$ cat src/rtl/tl_pkg.sv
// Shared TileLink types: channel opcodes, fixed bus widths and per-channel payload structs.
// Blocks that speak TL import this package rather than declaring their own channel types.
package tl_pkg;

    localparam int TL_DW    = 64;
    localparam int TL_AW    = 56;
    localparam int TL_SRCW  = 1;
    localparam int TL_SINKW = 1;
    localparam int TL_DBW   = TL_DW / 8;

    typedef enum logic [2:0] {
        PutFullData    = 3'd0,
        PutPartialData = 3'd1,
        ArithmeticData = 3'd2,
        LogicalData    = 3'd3,
        Get            = 3'd4,
        Intent         = 3'd5,
        AcquireBlock   = 3'd6,
        AcquirePerm    = 3'd7
    } tl_a_op_e;

    typedef enum logic [2:0] {
        AccessAck     = 3'd0,
        AccessAckData = 3'd1,
        HintAck       = 3'd2,
        Grant         = 3'd4,
        GrantData     = 3'd5,
        ReleaseAck    = 3'd6
    } tl_d_op_e;

    typedef struct packed {
        tl_a_op_e            opcode;
        logic [2:0]          param;
        logic [2:0]          size;
        logic [TL_SRCW-1:0]  source;
        logic [TL_AW-1:0]    address;
        logic [TL_DBW-1:0]   mask;
        logic [TL_DW-1:0]    data;
        logic                corrupt;
    } tl_a_t;

    typedef struct packed {
        logic [2:0]          opcode;
        logic [1:0]          param;
        logic [2:0]          size;
        logic [TL_SRCW-1:0]  source;
        logic [TL_AW-1:0]    address;
        logic [TL_DBW-1:0]   mask;
        logic [TL_DW-1:0]    data;
        logic                corrupt;
    } tl_b_t;

    typedef struct packed {
        logic [2:0]          opcode;
        logic [2:0]          param;
        logic [2:0]          size;
        logic [TL_SRCW-1:0]  source;
        logic [TL_AW-1:0]    address;
        logic [TL_DW-1:0]    data;
        logic                corrupt;
    } tl_c_t;

    typedef struct packed {
        tl_d_op_e            opcode;
        logic [1:0]          param;
        logic [2:0]          size;
        logic [TL_SRCW-1:0]  source;
        logic [TL_SINKW-1:0] sink;
        logic                denied;
        logic [TL_DW-1:0]    data;
        logic                corrupt;
    } tl_d_t;

    typedef struct packed {
        logic [TL_SINKW-1:0] sink;
    } tl_e_t;

endpackage

$ cat src/rtl/tl_bram_host_adapter.sv
// Bridges a simple BRAM-style word request port onto a TileLink host port, one transaction at a time.
// Optional TL_BRAM_HOST_ADAPTER_ERR_EN adds rsp_err_o (d_denied | d_corrupt) alongside the response pulse.
module tl_bram_host_adapter
    import tl_pkg::*;
#(
    parameter int DataWidth     = 64,
    parameter int AddrWidth     = 56,
    parameter int SourceWidth   = 1,
    parameter int SinkWidth     = 1,
    parameter int BramAddrWidth = 53
) (
    input  logic                     clk_i,
    input  logic                     rst_ni,
    input  logic                     req_valid_i,
    output logic                     req_ready_o,
    input  logic                     req_we_i,
    input  logic [BramAddrWidth-1:0] req_addr_i,
    input  logic [DataWidth/8-1:0]   req_wmask_i,
    input  logic [DataWidth-1:0]     req_wdata_i,
    output logic                     rsp_valid_o,
    output logic [DataWidth-1:0]     rsp_rdata_o,
`ifdef TL_BRAM_HOST_ADAPTER_ERR_EN
    output logic                     rsp_err_o,
`endif
    output logic                     device_a_valid_o,
    input  logic                     device_a_ready_i,
    output tl_a_t                    device_a_o,
    input  logic                     device_b_valid_i,
    output logic                     device_b_ready_o,
    input  tl_b_t                    device_b_i,
    output logic                     device_c_valid_o,
    input  logic                     device_c_ready_i,
    output tl_c_t                    device_c_o,
    input  logic                     device_d_valid_i,
    output logic                     device_d_ready_o,
    input  tl_d_t                    device_d_i,
    output logic                     device_e_valid_o,
    input  logic                     device_e_ready_i,
    output tl_e_t                    device_e_o
);

    // The channel structs are sized by the shared package, so the parameters must agree with it.
    if ((DataWidth != TL_DW) || (AddrWidth != TL_AW) || (SourceWidth != TL_SRCW) ||
        (SinkWidth != TL_SINKW) || (BramAddrWidth + 3 > AddrWidth)) begin : g_param_err
        $error("tl_bram_host_adapter: unsupported parameter combination");
    end

    typedef enum logic [1:0] {
        ST_IDLE  = 2'd0,
        ST_ISSUE = 2'd1,
        ST_WAIT  = 2'd2
    } state_e;

    state_e                   state_q, state_d;
    logic                     we_q, we_d;
    logic [BramAddrWidth-1:0] addr_q, addr_d;
    logic [DataWidth/8-1:0]   wmask_q, wmask_d;
    logic [DataWidth-1:0]     wdata_q, wdata_d;
    logic                     rsp_valid_q, rsp_valid_d;
    logic [DataWidth-1:0]     rsp_rdata_q, rsp_rdata_d;

    always_comb begin
        state_d          = state_q;
        we_d             = we_q;
        addr_d           = addr_q;
        wmask_d          = wmask_q;
        wdata_d          = wdata_q;
        rsp_valid_d      = 1'b0;
        rsp_rdata_d      = rsp_rdata_q;
        req_ready_o      = 1'b0;
        device_a_valid_o = 1'b0;
        device_d_ready_o = 1'b0;
        unique case (state_q)
            ST_IDLE: begin
                req_ready_o = 1'b1;
                if (req_valid_i) begin
                    we_d    = req_we_i;
                    addr_d  = req_addr_i;
                    wmask_d = req_wmask_i;
                    wdata_d = req_wdata_i;
                    state_d = ST_ISSUE;
                end
            end
            ST_ISSUE: begin
                device_a_valid_o = 1'b1;
                if (device_a_ready_i) state_d = ST_WAIT;
            end
            ST_WAIT: begin
                device_d_ready_o = 1'b1;
                if (device_d_valid_i) begin
                    rsp_valid_d = 1'b1;
                    rsp_rdata_d = device_d_i.data;
                    state_d     = ST_IDLE;
                end
            end
            default: state_d = ST_IDLE;
        endcase
    end

    // A fields come only from captured registers, so they stay stable while a_ready is low.
    always_comb begin
        device_a_o         = '0;
        device_a_o.size    = 3'd3;
        device_a_o.address[BramAddrWidth+2:0] = {addr_q, 3'b000};
        device_a_o.data    = wdata_q;
        if (!we_q) begin
            device_a_o.opcode = Get;
            device_a_o.mask   = '1;
        end else begin
            device_a_o.opcode = (wmask_q == '1) ? PutFullData : PutPartialData;
            device_a_o.mask   = wmask_q;
        end
    end

    always_ff @(posedge clk_i) begin
        if (!rst_ni) begin
            state_q     <= ST_IDLE;
            we_q        <= 1'b0;
            addr_q      <= '0;
            wmask_q     <= '0;
            wdata_q     <= '0;
            rsp_valid_q <= 1'b0;
            rsp_rdata_q <= '0;
        end else begin
            state_q     <= state_d;
            we_q        <= we_d;
            addr_q      <= addr_d;
            wmask_q     <= wmask_d;
            wdata_q     <= wdata_d;
            rsp_valid_q <= rsp_valid_d;
            rsp_rdata_q <= rsp_rdata_d;
        end
    end

    assign rsp_valid_o      = rsp_valid_q;
    assign rsp_rdata_o      = rsp_rdata_q;
    assign device_b_ready_o = 1'b1;
    assign device_c_valid_o = 1'b0;
    assign device_c_o       = '0;
    assign device_e_valid_o = 1'b0;
    assign device_e_o       = '0;

`ifdef TL_BRAM_HOST_ADAPTER_ERR_EN
    logic rsp_err_q, rsp_err_d;

    always_comb begin
        rsp_err_d = 1'b0;
        if (state_q == ST_WAIT && device_d_valid_i) begin
            rsp_err_d = device_d_i.denied | device_d_i.corrupt;
        end
    end

    always_ff @(posedge clk_i) begin
        if (!rst_ni) rsp_err_q <= 1'b0;
        else         rsp_err_q <= rsp_err_d;
    end

    assign rsp_err_o = rsp_err_q;
`else
    logic unused_d_err;
    assign unused_d_err = device_d_i.denied ^ device_d_i.corrupt;
`endif

    logic unused_tl;
    assign unused_tl = ^{device_b_valid_i, device_b_i, device_c_ready_i, device_e_ready_i,
                         device_d_i.opcode, device_d_i.param, device_d_i.size,
                         device_d_i.source, device_d_i.sink};

endmodule

$ cat config.mk
export PLATFORM = sky130hd
export DESIGN_NAME = tl_bram_host_adapter
export DESIGN_NICKNAME = d
export VERILOG_FILES = /design/src/rtl/tl_pkg.sv /design/src/rtl/tl_bram_host_adapter.sv
export SDC_FILE = /design/constraint.sdc
export NUM_CORES = 1
export LEC_CHECK = 0
export CAP_MARGIN = 10
export CORE_AREA = 3 3 271 273
export DETAILED_ROUTE_END_ITERATION = 10
export DIE_AREA = 0 0 274 276
export HOLD_SLACK_MARGIN = 0.1
export SLEW_MARGIN = 20
export SYNTH_ARGS = -nofsm -noshare
export SYNTH_HDL_FRONTEND = slang
export SYNTH_SLANG_ARGS = --single-unit
$ cat constraint.sdc
create_clock -name clk_i -period 1.6 [get_ports clk_i]
set_clock_uncertainty 0.05 [all_clocks]
set_input_delay 0.32 -clock clk_i [delete_from_list [all_inputs] [get_ports clk_i]]
set_output_delay 0.32 -clock clk_i [all_outputs]
set_load 0.01 [all_outputs]
======== After elaboration in Yosys (flattened, before gate mapping) ========
Index checks and enable logic that the tools add are counted.
operators by class
  add/subtract/negate cells ............... 0
  multipliers ............................. 0
  divide/modulo/power cells ............... 0
  magnitude comparators ................... 0
  equal/unequal tests ..................... 6
  shift operators ......................... 0
  mux-type cells .......................... 11
  bitwise gates (word level) .............. 0
  reduce and logical (&&, ||, !) cells .... 5
operator list
  cell                                                 number
  equality test 8 bit, second input constant           1
  2-to-1 mux 8 bit                                     1
  2-to-1 mux 2 bit                                     3
  inequality test 2 bit, second input constant         3
  case mux 2 bit (3 select lines)                      1
  AND reduction 2 bit                                  3
  2-to-1 mux 1 bit                                     5
  2-to-1 mux 3 bit                                     1
  AND reduction 3 bit                                  1
  equality test 2 x 1 -> 1 bit, second input constant  1
  equality test 2 bit, second input constant           1
  logical NOT 2 bit                                    1
storage, ports and cells
  bits in registers ....................... 193
  latch bits .............................. 0
  memory bits (writable) .................. 0
  bits in read-only memories .............. 0
  bits of input ports ..................... 348
  output and inout bits ................... 342
  logic and storage cells ................. 29
  memories kept ........................... 0

======== Logic depth before layout (Yosys ltp) ========
Gate-level depths: netlist of the first run.
  depth after elaboration ................. 3
  gate-level depth with buffers ........... 5
  mapped depth without buffers ............ 2

======== Worst setup path after synthesis of the first run ========
OpenSTA, ideal clock, no wires.
  path type ............................... reg-to-reg
  start point ............................. register state_q[1]
  end point ............................... register addr_q[10]
  library setup time ...................... 0.072 ns
  data arrival time ....................... 1.185 ns
  required time ........................... 1.478 ns
  path slack .............................. 0.294 ns
  stages on the path, launching flop included .. 6
  path buffers ............................ 3
  clock period less this slack ............ 1.306 ns
  cells stage by stage .................... dfxtp_1 > nor3b_1 > buf_4 > buf_6 > buf_6 > mux2i_1
on the way
  cells in the longest elaborated chain, start to end .. 2
RTL lines
  item                           line                         text
  start, declared                tl_bram_host_adapter.sv:54   state_e state_q, state_d;
  start signal, assigned         tl_bram_host_adapter.sv:125  state_q <= state_d;
  logical NOT 2 bit              tl_bram_host_adapter.sv:73   unique case (state_q)
  AND reduction 2 bit (no line)  n/a
  end signal, assigned           tl_bram_host_adapter.sv:127  addr_q <= addr_d;
  end, declared                  tl_bram_host_adapter.sv:56   logic [BramAddrWidth-1:0] addr_q, addr_d;
No other way between the ends.
A chain may end at the register's enable or synchronous reset.

==> results.sh, run 1 <==
export IMPL_detail_route_vias_per_cell=3.19
export IMPL_place_congestion=0.725
export IMPL_cp_top_family="flip-flops"
export IMPL_dp_cells=2321
export IMPL_arrival_ns=1.25
export IMPL_grtUsageTotal=0.0783
export IMPL_drt_pass1_iter_count=6
export IMPL_synth_ff_latch_count=193
export IMPL_grt_setup_unrepaired="yes"
export IMPL_synth_seq_area_share=0.438
export IMPL_status="complete, but fails checks"
export IMPL_fin_util=0.203
export IMPL_clkTransAtPathRegs_ns=0.09
export IMPL_fmax_mhz=616
export IMPL_cp_buffers_inverters=1
export IMPL_crit_path_start_kind="flop"
export IMPL_antenna_found_initial=11
export IMPL_num_vias=7601
export IMPL_num_fill_cells=7971
export IMPL_drcViolationCount=0
export IMPL_ir_worst_vdd_v=0.000646
export IMPL_htreeDepth=4
export IMPL_cts_root_buffer_cell="clkbuf_16"
export IMPL_die_h_um=276
export IMPL_synth_edf_count=0
export IMPL_crit_path_end_kind="primary output"
export IMPL_multiInputGateArea_mm2=0.00407
export IMPL_initial_core_util=0.124
export IMPL_avgRoutedWirePerCell_um=14.0
export IMPL_pin_count=690
export IMPL_netlist_top_cell_by_area="dfxtp_1"
export IMPL_insertion_delay_ns=0.47
export IMPL_slowest_delay_ns=0.34
export IMPL_syn_inst=1001
export IMPL_synthArstFlopShare=0
export IMPL_drtIter0Drc=207
export IMPL_dieArea_mm2=0.0756
export IMPL_cts_sinks=193
export IMPL_synthToLayoutAreaGrowth_pct=64.0
export IMPL_yosysMostFrequentCell="nand2_1"
export IMPL_slew_violations=0
export IMPL_fin_cells=2386
export IMPL_p_per_area_mw_per_mm2=845
export IMPL_synth_area_leaders="dfxtp_1, mux2i_1, nand2_1"
export IMPL_syn_avg_cell_area_um2=8.81
export IMPL_rows=98
export IMPL_finalHoldViolations=0
export IMPL_grt_first_pass_wirelength_um=44000
export IMPL_layout_area_seq_mm2=0.00389
export IMPL_port_buffers=389
export IMPL_drt_wl_total_um=33400
export IMPL_hold_class="in -> reg"
export IMPL_crit_chain="nand4_1, o21a_1, buf_6"
export IMPL_synth_top_cells_by_count="nand2_1, dfxtp_1, mux2i_1"
export IMPL_grt_max_degree=59
export IMPL_post_route_period_util=1.01
export IMPL_fin_nets=1768
export IMPL_violations="negative setup slack"
export IMPL_whs_ns=0.330
export IMPL_syn_area_mm2=0.00882
export IMPL_grt_pass1_vias=7168
export IMPL_clock_path_buffers=2
export IMPL_place_area_mm2=0.0135
export IMPL_fin_ws_ns=-0.0222
export IMPL_synth_cell_types=21
export IMPL_ant_nets=0
export IMPL_grt_overflow_total=0
export IMPL_tritoncts="done"
export IMPL_core_mm2=0.0714
export IMPL_worstSetupPathType="reg -> out"
export IMPL_crit_slowest_cell="dfxtp_2"
export IMPL_ys_warn_count=0
export IMPL_cts_buffers_inserted=17
export IMPL_setup_viol=1
export IMPL_synthFlopType="dfxtp_1"
export IMPL_fin_crit_ns=1.62
export IMPL_dp_hpwl_um=23700
export IMPL_cellLeakagePower_nw=6.49
export IMPL_final_area_mm2=0.0145
export IMPL_die_w_um=274
export IMPL_worst_ep_required_time_ns=1.23
export IMPL_synth_top_area_share=0.438
export IMPL_crit_fanout=3
export IMPL_cap_violations=0
export IMPL_drive_gt1_frac=0.107
cell usage in the layout (no fill, tap or decap), types with 2 or more instances in the layout:
cell type,Yosys,layout
nand2_1,380,380
clkdlybuf4s50_1,0,193
mux2i_1,190,190
dfxtp_1,193,179
dlygate4sd2_1,0,170
conb_1,2,147
buf_4,157,41
clkbuf_16,0,28
buf_6,10,14
dfxtp_2,0,10
buf_2,6,10
buf_12,0,10
nand2b_1,8,6
inv_8,0,6
clkdlybuf4s15_2,0,5
buf_16,0,5
buf_8,0,4
dfxtp_4,0,4
diode_2,0,3
inv_6,0,3
clkdlybuf4s15_1,0,3
nand2b_4,0,2
nand4_1,2,2
o21a_1,2,2
clkinv_4,0,2
clkinv_2,0,2
power breakdown:
group	internal [mW]	switching, mW	leakage (nW)
Sequential	5.07	0.148	1.58
Clock	2.24	2.33	0.296
Combinational	1.30	1.15	4.61
worst reg2reg max path: cells and delay by family (launching register included):
kind | cells | cell delay [ns]
buffers and inverters | 5 | 0.75
DFF | 1 | 0.37
and+or+nand+nor | 1 | 0.20
muxes | 1 | 0.18
kinds of logic (layout without fill, tap and decap cells):
| group | count (synthesis) | after routing | share of synthesized area |
|---|---|---|---|
| AO/OA/AOI/OAI | 3 | 3 | 0.00255 |
| buffers and inverters | 214 | 501 | 0.167 |
| other | 2 | 150 | 0.000851 |
| flip-flops | 193 | 193 | 0.438 |
| multiplexers | 190 | 190 | 0.216 |
| AND/OR/NAND/NOR | 399 | 399 | 0.176 |
path summary, 6_finish.rpt:
kind / startpoint / to / slack, ns / depth (start not counted)
worst min-delay path: req_we_i / we_q / 0.33 / 3
worst max-delay path: wmask_q[6] / device_a_o[136] / -0.02 / 3
worst max register to register: state_q[0] / addr_q[0] / 0 / 7
worst min register to register: rsp_rdata_o[44] / rsp_rdata_o[44] / 0.40 / 2
final cells by class:
class	count	share of cell area
Sequential cell	193	0.269
Tap cell	950	0.0822
Inverter	1	0.000259
Multi-Input combinational cell	739	0.282
Timing Repair Buffer	468	0.326
Antenna cell	3	0.000519
Clock inverter	15	0.0116
Clock buffer	17	0.0294
through the flow:
| step | setup TNS [ns] | setup slack [ns] | power, mW |
|---|---|---|---|
| finish | -0.0222 | -0.0222 | 12.2 |
| global route | -3.52 | -0.106 | 12.9 |
| CTS | -0.363 | -0.0987 | 12.3 |
| detailed placement | -38.74 | -0.329 | 7.66 |
| global placement | -38.63 | -0.321 | 7.66 |
| floorplan | 0 | 0.294 | 6.56 |
registers in the layout (all words and copies together), names as in the netlist:
register / flops
rsp_valid_o: 1
wdata_q: 64
we_q: 1
state_q: 2
rsp_rdata_o: 64
addr_q: 53
wmask_q: 8
layer usage:
metal  GRT usage  vias to the layer above  share of wire
li1            -                     3736              -
met1      0.0860                     3433           0.40
met2       0.125                      373           0.47
met3      0.0442                       39           0.11
met4      0.0297                       20          0.015
met5           0                        -         0.0038
timing repair:
item,in CTS,in global routing
pin swaps,1,1
gates cloned,0,15
hold endpoints to repair,8,0
hold buffers,1,0
setup endpoints to repair,194,118
buffers inserted,5,10
gates resized for setup,280,20
Note: power is estimated with default switching activity, not from simulation.
==> run 2, diff against run 1 <==
--- a/config.mk
+++ b/config.mk
@@ -6,11 +6,10 @@
 export NUM_CORES = 1
 export LEC_CHECK = 0
 export CAP_MARGIN = 10
-export CORE_AREA = 3 3 271 273
+export CORE_AREA = 2 2 270 272
 export DETAILED_ROUTE_END_ITERATION = 10
-export DIE_AREA = 0 0 274 276
+export DIE_AREA = 0 0 272 274
 export HOLD_SLACK_MARGIN = 0.1
-export SLEW_MARGIN = 20
 export SYNTH_ARGS = -nofsm -noshare
 export SYNTH_HDL_FRONTEND = slang
 export SYNTH_SLANG_ARGS = --single-unit
==> run 2 against run 1 <==
Effect of this change:
- the run still ends with negative setup slack left
- first-iteration DRC count increased by 2.4%
- fmax decreased by 1.2%
- clock-buffer cell count increased by 1
- sequential share of layout area decreased by 0.17 points
- global-route usage about the same
- worst setup slack got worse by 0.020 ns
- clock power increased by 2%
- critical path depth increased by 1
- die area decreased by 1.4%
- register-to-register slack got worse by 0.02 ns
- critical endpoint is now device_a_o[71]
- highest routed layer unchanged
- sequential power about the same
==> results.sh, run 2 (synthesis gave the netlist of run 1 again) <==
export IMPL_status="complete, but fails checks"
export IMPL_violations="negative setup slack"
export IMPL_cts_buffers_inserted=17
export IMPL_wl_met2_um=14700
export IMPL_crit_path_start="we_q"
export IMPL_grt_pass1_vias=6818
export IMPL_rrSetupSlack_ns=-0.02
export IMPL_insertion_delay_ns=0.48
export IMPL_drt_wl_total_um=32200
export IMPL_worst_ep_required_time_ns=1.23
export IMPL_place_congestion=0.725
export IMPL_slowest_delay_ns=0.37
export IMPL_cts_sinks=193
export IMPL_crit_fanout=5
export IMPL_ant_nets=0
export IMPL_core_mm2=0.0720
export IMPL_slew_violations=0
export IMPL_fin_nets=1757
export IMPL_final_common_cell="nand2_1"
export IMPL_grtUsageTotal=0.0779
export IMPL_p_per_area_mw_per_mm2=848
export IMPL_clkTransAtPathRegs_ns=0.08
export IMPL_drcViolationCount=0
export IMPL_cp_top_family="flip-flops"
export IMPL_crit_path_end_kind="primary output"
export IMPL_cp_buffers_inverters=3
export IMPL_final_cell_mix="nand2_1, clkdlybuf4s50_1, mux2i_1"
export IMPL_cts_root_buffer_cell="clkbuf_16"
export IMPL_cellLeakagePower_nw=6.47
export IMPL_wl_met1_um=12900
export IMPL_grt_max_degree=47
export IMPL_htreeDepth=4
export IMPL_avgRoutedWirePerCell_um=13.5
export IMPL_setup_viol=8
export IMPL_drtIter0Drc=212
export IMPL_final_area_mm2=0.0146
export IMPL_fin_util=0.202
export IMPL_arrival_ns=1.27
export IMPL_die_w_um=272
export IMPL_tritoncts="done"
export IMPL_rows=99
export IMPL_initial_core_util=0.123
export IMPL_grt_setup_unrepaired="yes"
export IMPL_top_layer="met5"
export IMPL_cp_endpoint="device_a_o[71]"
export IMPL_antenna_found_initial=12
export IMPL_pin_count=690
export IMPL_grt_first_pass_wirelength_um=42400
export IMPL_port_buffers=389
export IMPL_crit_top_cell="buf_6"
export IMPL_reg2regPathDepth=7
export IMPL_detail_route_vias_per_cell=3.12
export IMPL_cap_violations=0
export IMPL_fin_crit_ns=1.64
export IMPL_drive_gt1_frac=0.107
export IMPL_reg2reg_to="addr_q[49]"
export IMPL_clock_path_buffers=2
export IMPL_fin_cells=2385
export IMPL_dr_wl_met3_um=3950
export IMPL_crit_path_start_kind="flop"
export IMPL_place_area_mm2=0.0135
export IMPL_finalPower_mw=12.3
export IMPL_fin_ws_ns=-0.0427
export IMPL_grt_overflow_total=0
export IMPL_dp_cells=2324
export IMPL_worstSetupPathType="reg -> out"
export IMPL_hold_buffers=0
export IMPL_ir_worst_vdd_v=0.000638
export IMPL_dieArea_mm2=0.0745
export IMPL_whs_ns=0.260
export IMPL_dp_hpwl_um=23400
export IMPL_reg2reg_from="state_q[0]"
export IMPL_hold_class="in -> reg"
export IMPL_crit_cells=4
export IMPL_fmax_mhz=609
export IMPL_die_h_um=274
export IMPL_post_route_period_util=1.03
export IMPL_crit_slowest_cell="dfxtp_4"
export IMPL_drt_pass1_iter_count=4
export IMPL_crit_chain="buf_12, buf_6, nand2b_4, buf_6"
export IMPL_num_vias=7451
export IMPL_num_fill_cells=8016
export IMPL_finalHoldViolations=0
export IMPL_synthToLayoutAreaGrowth_pct=65.1
==> run 2: cell types whose count changed in the layout (fill, tap and decap cells not counted), sizes merged, moves of 2 or more <==
cell and delta:
clkdlybuf4s15 +9, inv +2, buf -11, clkinv -3
dlygate4sd2 -6
==> run 2: timing repair <==
action,CTS,global route
setup endpoints to repair,195,106
resized for setup,288,49
gates cloned,0,13
setup buffers,9,4
pin swaps,1,1
==> run 2: area by class of cell <==
type / instances / area, um^2 / share of cell area
well taps: 959 / 1200 / 0.0824
diodes: 4 / 10.0 / 0.000687
repair buffers: 457 / 4750 / 0.326
clock buffers: 18 / 439 / 0.0302
flip-flops and latches: 193 / 3890 / 0.267
inverters: 1 / 3.75 / 0.000258
multi-input cells: 739 / 4100 / 0.282
clock inverters: 14 / 160 / 0.0110
==> run 2: metrics by stage <==
step | setup TNS (ns) | worst slack, ns
finish | -0.209 | -0.0427
global route | -7.44 | -0.133
CTS | -1.04 | -0.134
detailed placement | -27.54 | -0.249
global placement | -27.79 | -0.251
floorplan | 0 | 0.294
==> run 2: worst reg2reg max path, cell delays in order, from the launching register on <==
cell       delay [ns]
dfxtp_4          0.38
buf_6            0.12
nor3b_4          0.23
buf_12           0.18
clkbuf_16        0.22
buf_4            0.14
buf_4            0.11
mux2i_1          0.16
==> run 2: power breakdown <==
| group | switching, mW | internal, mW |
|---|---|---|
| clock network | 2.38 | 2.29 |
| registers | 0.149 | 5.07 |
| logic | 1.14 | 1.33 |
| total | 3.67 | 8.68 |
==> run 2: worst min-delay path by stage <==
stage | from | end | slack, ns | cells after the start
floorplan | wmask_q[2] | wmask_q[2] | 0.39 | 2
global placement | addr_q[7] | addr_q[7] | 0.39 | 2
detailed placement | rsp_rdata_o[52] | rsp_rdata_o[52] | 0.40 | 2
CTS | rst_ni | wdata_q[56] | 0.20 | 4
global route | rst_ni | wdata_q[21] | 0.24 | 4
finish | rst_ni | addr_q[45] | 0.26 | 4
==> run 2: layer usage <==
metal / up-vias / GRT usage
li1: 3723 / -
met1: 3286 / 0.0837
met2: 390 / 0.123
met3: 38 / 0.0484
met4: 14 / 0.0304
met5: - / 0
